### src/rtl/branch_pkg.sv
// Shared encodings for the branch resolution controller.
package branch_pkg;

    typedef enum logic [1:0] {
        ST_IDLE  = 2'd0,
        ST_CMP   = 2'd1,
        ST_RESP  = 2'd2,
        ST_FLUSH = 2'd3
    } state_e;

    localparam logic [2:0] F3_BEQ  = 3'b000;
    localparam logic [2:0] F3_BNE  = 3'b001;
    localparam logic [2:0] F3_BLT  = 3'b100;
    localparam logic [2:0] F3_BGE  = 3'b101;
    localparam logic [2:0] F3_BLTU = 3'b110;
    localparam logic [2:0] F3_BGEU = 3'b111;

    // funct3 010/011 have no branch meaning in RV32I.
    function automatic logic f3_illegal(input logic [2:0] f3);
        return (f3[2:1] == 2'b01);
    endfunction

    // Branch condition from comparator flags; the signed/unsigned choice
    // has already been made through BrUn, so LT/LTU share one flag.
    function automatic logic br_decide(input logic [2:0] f3, input logic eq, input logic lt);
        logic t;
        case (f3)
            F3_BEQ:  t = eq;
            F3_BNE:  t = !eq;
            F3_BLT:  t = lt;
            F3_BGE:  t = !lt;
            F3_BLTU: t = lt;
            F3_BGEU: t = !lt;
            default: t = 1'b0;
        endcase
        return t;
    endfunction

endpackage

### src/rtl/brc_sat_counter.sv
// Saturating up-counter used for branch statistics.
module brc_sat_counter #(
    parameter int CNT_W = 16
) (
    input  logic             clk,
    input  logic             rst_n,
    input  logic             inc,
    output logic [CNT_W-1:0] cnt
);

    // Count up on inc, holding at all-ones.
    always_ff @(posedge clk or negedge rst_n) begin
        if (!rst_n) begin
            cnt <= '0;
        end else if (inc && (cnt != '1)) begin
            cnt <= cnt + CNT_W'(1);
        end
    end

endmodule

### src/rtl/branch_ctrl.sv
// Resolves one branch/jump at a time through an external comparator and
// returns the result over a valid/ready handshake, flushing on taken.
module branch_ctrl
    import branch_pkg::*;
#(
    parameter int XLEN         = 32,
    parameter int FLUSH_CYCLES = 2,
    parameter int CNT_W        = 16
) (
    input  logic             clk,
    input  logic             rst_n,
    input  logic             req_valid,
    output logic             req_ready,
    input  logic [2:0]       req_funct3,
    input  logic             req_is_jump,
    input  logic [XLEN-1:0]  req_pc,
    input  logic [XLEN-1:0]  req_imm,
    input  logic [XLEN-1:0]  req_rs1,
    input  logic [XLEN-1:0]  req_rs2,
    output logic [XLEN-1:0]  cmp_in0,
    output logic [XLEN-1:0]  cmp_in1,
    output logic             cmp_brun,
    input  logic             cmp_eq,
    input  logic             cmp_lt,
    output logic             resp_valid,
    input  logic             resp_ready,
    output logic             resp_taken,
    output logic [XLEN-1:0]  resp_target,
    output logic             resp_illegal,
    output logic             resp_misalign,
    output logic             flush,
    output logic [CNT_W-1:0] stat_total,
    output logic [CNT_W-1:0] stat_taken
);

    localparam int FC_W = $clog2(FLUSH_CYCLES + 1);

    state_e            state_q, state_d;
    logic [FC_W-1:0]   fcnt_q, fcnt_d;
    logic [XLEN-1:0]   rs1_q, rs2_q, target_q;
    logic [2:0]        f3_q;
    logic              jump_q;
    logic              taken_q, illegal_q, misalign_q;
    logic              taken_d;
    logic              accept, resp_hs;

    assign accept  = (state_q == ST_IDLE) && req_valid;
    assign resp_hs = (state_q == ST_RESP) && resp_ready;

    // Jumps bypass the comparator; illegal funct3 falls to not-taken.
    assign taken_d = jump_q || br_decide(f3_q, cmp_eq, cmp_lt);

    // FSM state and flush countdown registers.
    always_ff @(posedge clk or negedge rst_n) begin
        if (!rst_n) begin
            state_q <= ST_IDLE;
            fcnt_q  <= '0;
        end else begin
            state_q <= state_d;
            fcnt_q  <= fcnt_d;
        end
    end

    // Next-state logic; flush lasts exactly FLUSH_CYCLES cycles.
    always_comb begin
        state_d = state_q;
        fcnt_d  = fcnt_q;
        case (state_q)
            ST_IDLE:  if (req_valid) state_d = ST_CMP;
            ST_CMP:   state_d = ST_RESP;
            ST_RESP: begin
                if (resp_ready) begin
                    if (taken_q) begin
                        state_d = ST_FLUSH;
                        fcnt_d  = FC_W'(FLUSH_CYCLES);
                    end else begin
                        state_d = ST_IDLE;
                    end
                end
            end
            ST_FLUSH: begin
                if (fcnt_q <= FC_W'(1)) begin
                    state_d = ST_IDLE;
                    fcnt_d  = '0;
                end else begin
                    fcnt_d  = fcnt_q - FC_W'(1);
                end
            end
            default:  state_d = ST_IDLE;
        endcase
    end

    // State-decoded handshake and flush outputs.
    always_comb begin
        req_ready  = (state_q == ST_IDLE);
        resp_valid = (state_q == ST_RESP);
        flush      = (state_q == ST_FLUSH);
    end

    // Request capture on accept; the target is precomputed here so the
    // comparator cycle only has to resolve the condition.
    always_ff @(posedge clk or negedge rst_n) begin
        if (!rst_n) begin
            rs1_q    <= '0;
            rs2_q    <= '0;
            f3_q     <= '0;
            jump_q   <= 1'b0;
            target_q <= '0;
        end else if (accept) begin
            rs1_q    <= req_rs1;
            rs2_q    <= req_rs2;
            f3_q     <= req_funct3;
            jump_q   <= req_is_jump;
            target_q <= req_pc + req_imm;
        end
    end

    // Result flags sampled during the single compare cycle.
    always_ff @(posedge clk or negedge rst_n) begin
        if (!rst_n) begin
            taken_q    <= 1'b0;
            illegal_q  <= 1'b0;
            misalign_q <= 1'b0;
        end else if (state_q == ST_CMP) begin
            taken_q    <= taken_d;
            illegal_q  <= !jump_q && f3_illegal(f3_q);
            misalign_q <= taken_d && (target_q[1:0] != 2'b00);
        end
    end

    assign cmp_in0       = rs1_q;
    assign cmp_in1       = rs2_q;
    assign cmp_brun      = f3_q[1] && !jump_q;
    assign resp_taken    = taken_q;
    assign resp_target   = target_q;
    assign resp_illegal  = illegal_q;
    assign resp_misalign = misalign_q;

    brc_sat_counter #(.CNT_W(CNT_W)) u_cnt_total (
        .clk   (clk),
        .rst_n (rst_n),
        .inc   (resp_hs),
        .cnt   (stat_total)
    );

    brc_sat_counter #(.CNT_W(CNT_W)) u_cnt_taken (
        .clk   (clk),
        .rst_n (rst_n),
        .inc   (resp_hs && taken_q),
        .cnt   (stat_taken)
    );

endmodule
### config.mk
export PLATFORM = sky130hd
export DESIGN_NAME = branch_ctrl
export DESIGN_NICKNAME = d
export VERILOG_FILES = /design/src/rtl/branch_pkg.sv /design/src/rtl/brc_sat_counter.sv /design/src/rtl/branch_ctrl.sv
export SDC_FILE = /design/constraint.sdc
export NUM_CORES = 1
export LEC_CHECK = 0
export ABC_CLOCK_PERIOD_IN_PS = 3410
export CAP_MARGIN = 10
export CELL_PAD_IN_SITES_DETAIL_PLACEMENT = 1
export CELL_PAD_IN_SITES_GLOBAL_PLACEMENT = 2
export CORE_UTILIZATION = 28
export CTS_BUF_LIST = sky130_fd_sc_hd__clkbuf_4
export CTS_CLUSTER_DIAMETER = 100
export DETAILED_ROUTE_END_ITERATION = 8
export PLACE_DENSITY_LB_ADDON = 0.1
export SLEW_MARGIN = 30
export SYNTH_ARGS = -nofsm -noshare
export SYNTH_HDL_FRONTEND = slang
export SYNTH_SLANG_ARGS = --single-unit
### constraint.sdc
create_clock -name clk -period 3.41 [get_ports clk]
set_input_delay 0.8525 -clock clk [delete_from_list [all_inputs] [get_ports clk]]
set_output_delay 0.8525 -clock clk [all_outputs]
set_load 0.01 [all_outputs]
==> metrics.yaml <==
slew_headroom_pct: 59.5
crit_arrival_ns: 3.43
syn_inst: 805
synthDistinctLibCells: 51
drt-total-wl_mm: 22.8
vias_per_cell: 4.62
synth_flop_cell: "dfrtp_1"
rsz0062_at_grt: "no"
drtIter0Drc: 273
p_clk_share_pct: 15.4
grt_pass1_wl_mm: 36.7
wl_per_cell_microns: 15.7
path_class: "primary input to register"
cap_violations: 0
crit_path_end_kind: "register"
die_area_sq_um: 26100
intPower_mw: 4.50
port_buffers: 272
min_period_ns: 3.03
p_switching_mw: 2.74
coreArea_sq_um: 25000
place_congestion: 0.770
async_flop_share_pct: 100
critPathMaxStageDelay_ns: 0.40
syn_nets: 977
dpl_cell_area_sq_um: 10500
syn_area_sq_um: 7120
mostFrequentLayoutCell: "nand2_1"
drive_above_1_share_pct: 7.60
cts.path.max_buffers: 2
root_buffer: "clkbuf_4"
dpl.hpwl_mm: 17.7
grt_usage_pct: 18.0
ios: 273
p_per_area_nw_per_um2: 671
fill_cells: 2945
fp-row-count: 58
status: "finished, final reports clean"
synth-seq-cells: 139
r2r_slack_ns: 1.30
grt_pass1_vias: 6908
area_delta_synth_final_pct: 51.3
die_x_microns: 162
synth_edf_count: 0
drc_errors: 0
worst_hold_slack_ns: 0.197
avgSynthCellArea_sq_um: 8.85
period_share_pct: 89.0
hold_class: "primary input to async pin"
seqCellArea_sq_um: 3480
cts.sinks: 139
crit_chain: "clkdlybuf4s50_1 -> ha_1 -> fa_1 -> a21o_1 -> a221o_1 -> a31o_4 -> o22a_1 -> a21oi_1 -> xor2_1 -> o21ai_1"
die_h_microns: 162
holdBufCountCts: 0
clock_latency_ns: 0.55
post-cts-setup-buffers: 0
ant_nets: 0
cts_tree: "built"
hold_violations: 0
path_buf_inv: 1
tns_ns: 0
vias: 6694
fin_area_sq_um: 10800
firstDrtPassIters: 4
power_frac_comb_pct: 47.0
pwr-share-seq_pct: 37.5
cts_repair_resize_count: 0
multi_input_area_sq_um: 3480
grt-ovfl-total: 0
worstMarginPinSlew_ns: 0.599
crit_family: "compound AO/OA/AOI/OAI gates"
cp_slowest_cell: "clkdlybuf4s50_1"
required_ns: 3.81
yosys_warnings: 0
fin_util_pct: 43.1
fmax_ghz: 0.330
p_leak_nw: 4.97
fin_skew_ns: 0.0264
fin_nets: 1278
final_cell_mix: "nand2_1 (277), clkdlybuf4s50_1 (271), dfrtp_1 (139)"
power.total_mw: 7.24
numCtsBuffers: 17
finalSetupViolCount: 0
cts-htree-levels: 4
antenna_found_initial: 1
clk_pin_slew_worst_paths_ns: 0.14
finalMaxSlewViolations: 0
ir_worst_vdd_uv: 255
yosysSeqAreaShare_pct: 48.8
worstSetupStartpointType: "primary input"
grt_max_degree: 46
p_sw_share_pct: 37.8
initial_core_util_pct: 28.5
path_max_fanout: 4
[power groups by stage]
stage	clock, mW	sequential [mW]	combinational (mW)
after detailed placement	0	2.76	3.47
after floorplan	0	2.98	1.18
after global routing	1.23	2.82	3.74
after global placement	0	2.74	3.43
final	1.12	2.72	3.40
after CTS	1.18	2.73	3.49
[layer usage]
layer,vias up,part of all wire (%),GRT usage [%]
met2,144,52,32.3
met3,18,3.7,3.26
met5,-,0,0
met4,0,1.3,4.93
met1,3213,43,22.0
li1,3319,-,-
[through the flow]
| step | cells | worst slack (ns) |
|---|---|---|
| 5_1_grt | 1450 | 0.279 |
| 3_3_place_gp | 1417 | -0.150 |
| 3_5_place_dp | 1417 | -0.182 |
| 6_report | 1450 | 0.377 |
| 4_1_cts | 1448 | 0.435 |
| 2_1_floorplan | 805 | 0.384 |
[final cells by class]
cell class | instances | share of cell area (%)
diodes | 2 | 0.0464
clock buffers | 18 | 1.25
clock inverters | 13 | 1.35
inverters | 14 | 0.487
multi-input cells | 619 | 32.3
flip-flops and latches | 139 | 32.3
well taps | 330 | 3.83
repair buffers | 315 | 28.5
[registers in the layout (all words and copies together) (netlist names)]
signal	flops
cmp_in1	32
f3_q	3
resp_illegal	1
resp_taken	1
u_cnt_total.cnt	16
cmp_in0	32
resp_target	32
resp_misalign	1
u_cnt_taken.cnt	16
jump_q	1
fcnt_q	2
state_q	2
[worst register-to-register path: cells and delay by family (launching register included)]
family / cells / cell delay [ns]
simple gates: 5 / 0.96
flops: 1 / 0.48
compound gates: 1 / 0.48
xor+xnor: 1 / 0.11
[worst paths after layout]
check / start / endpoint / cells past startpoint
max reg2reg: u_cnt_total.cnt[7] / u_cnt_total.cnt[5] / 7
min reg2reg: cmp_in1[27] / cmp_in1[27] / 2
max: req_pc[0] / resp_target[18] / 10
min: rst_n / u_cnt_total.cnt[10] / 1
min in group clk: cmp_in1[27] / cmp_in1[27] / 2
max in group asynchronous: rst_n / resp_target[0] / 2
[synthesized netlist by cell type (all sizes together) (3+ instances only)]
library cell	n	share of area (%)
xnor2	27	3.3
o31ai	7	0.74
dfrtp	139	49
nor4	3	0.26
xor2	30	3.7
clkbuf	26	1.4
a21oi	38	2.7
a221oi	3	0.37
nand3	16	1.1
o21a	3	0.32
ha	33	5.8
mux2i	3	0.42
o21ai	55	3.9
a21o	9	0.95
or3	3	0.26
buf	7	0.40
a31oi	3	0.26
and3	13	1.1
nor2	30	1.6
and4	3	0.37
nor3	14	0.98
inv	14	0.74
a21boi	3	0.47
o21bai	6	0.63
nand4	13	1.1
nand2	278	15
and2	3	0.26
a211oi	3	0.32
[cell families (layout without fill, tap and decap cells)]
group	count (synthesis)	after routing	share of synthesized area, %
XOR/XNOR	57	57	7.01
flip-flops	139	139	48.8
AND/OR/NAND/NOR	378	378	22.1
AO/OA/AOI/OAI	145	145	12.8
adder cells (fa/ha/maj)	34	34	6.08
other	0	2	0
buffers and inverters	47	360	2.51
multiplexers	5	5	0.738
No activity file was read; power rests on OpenSTA's default activity.
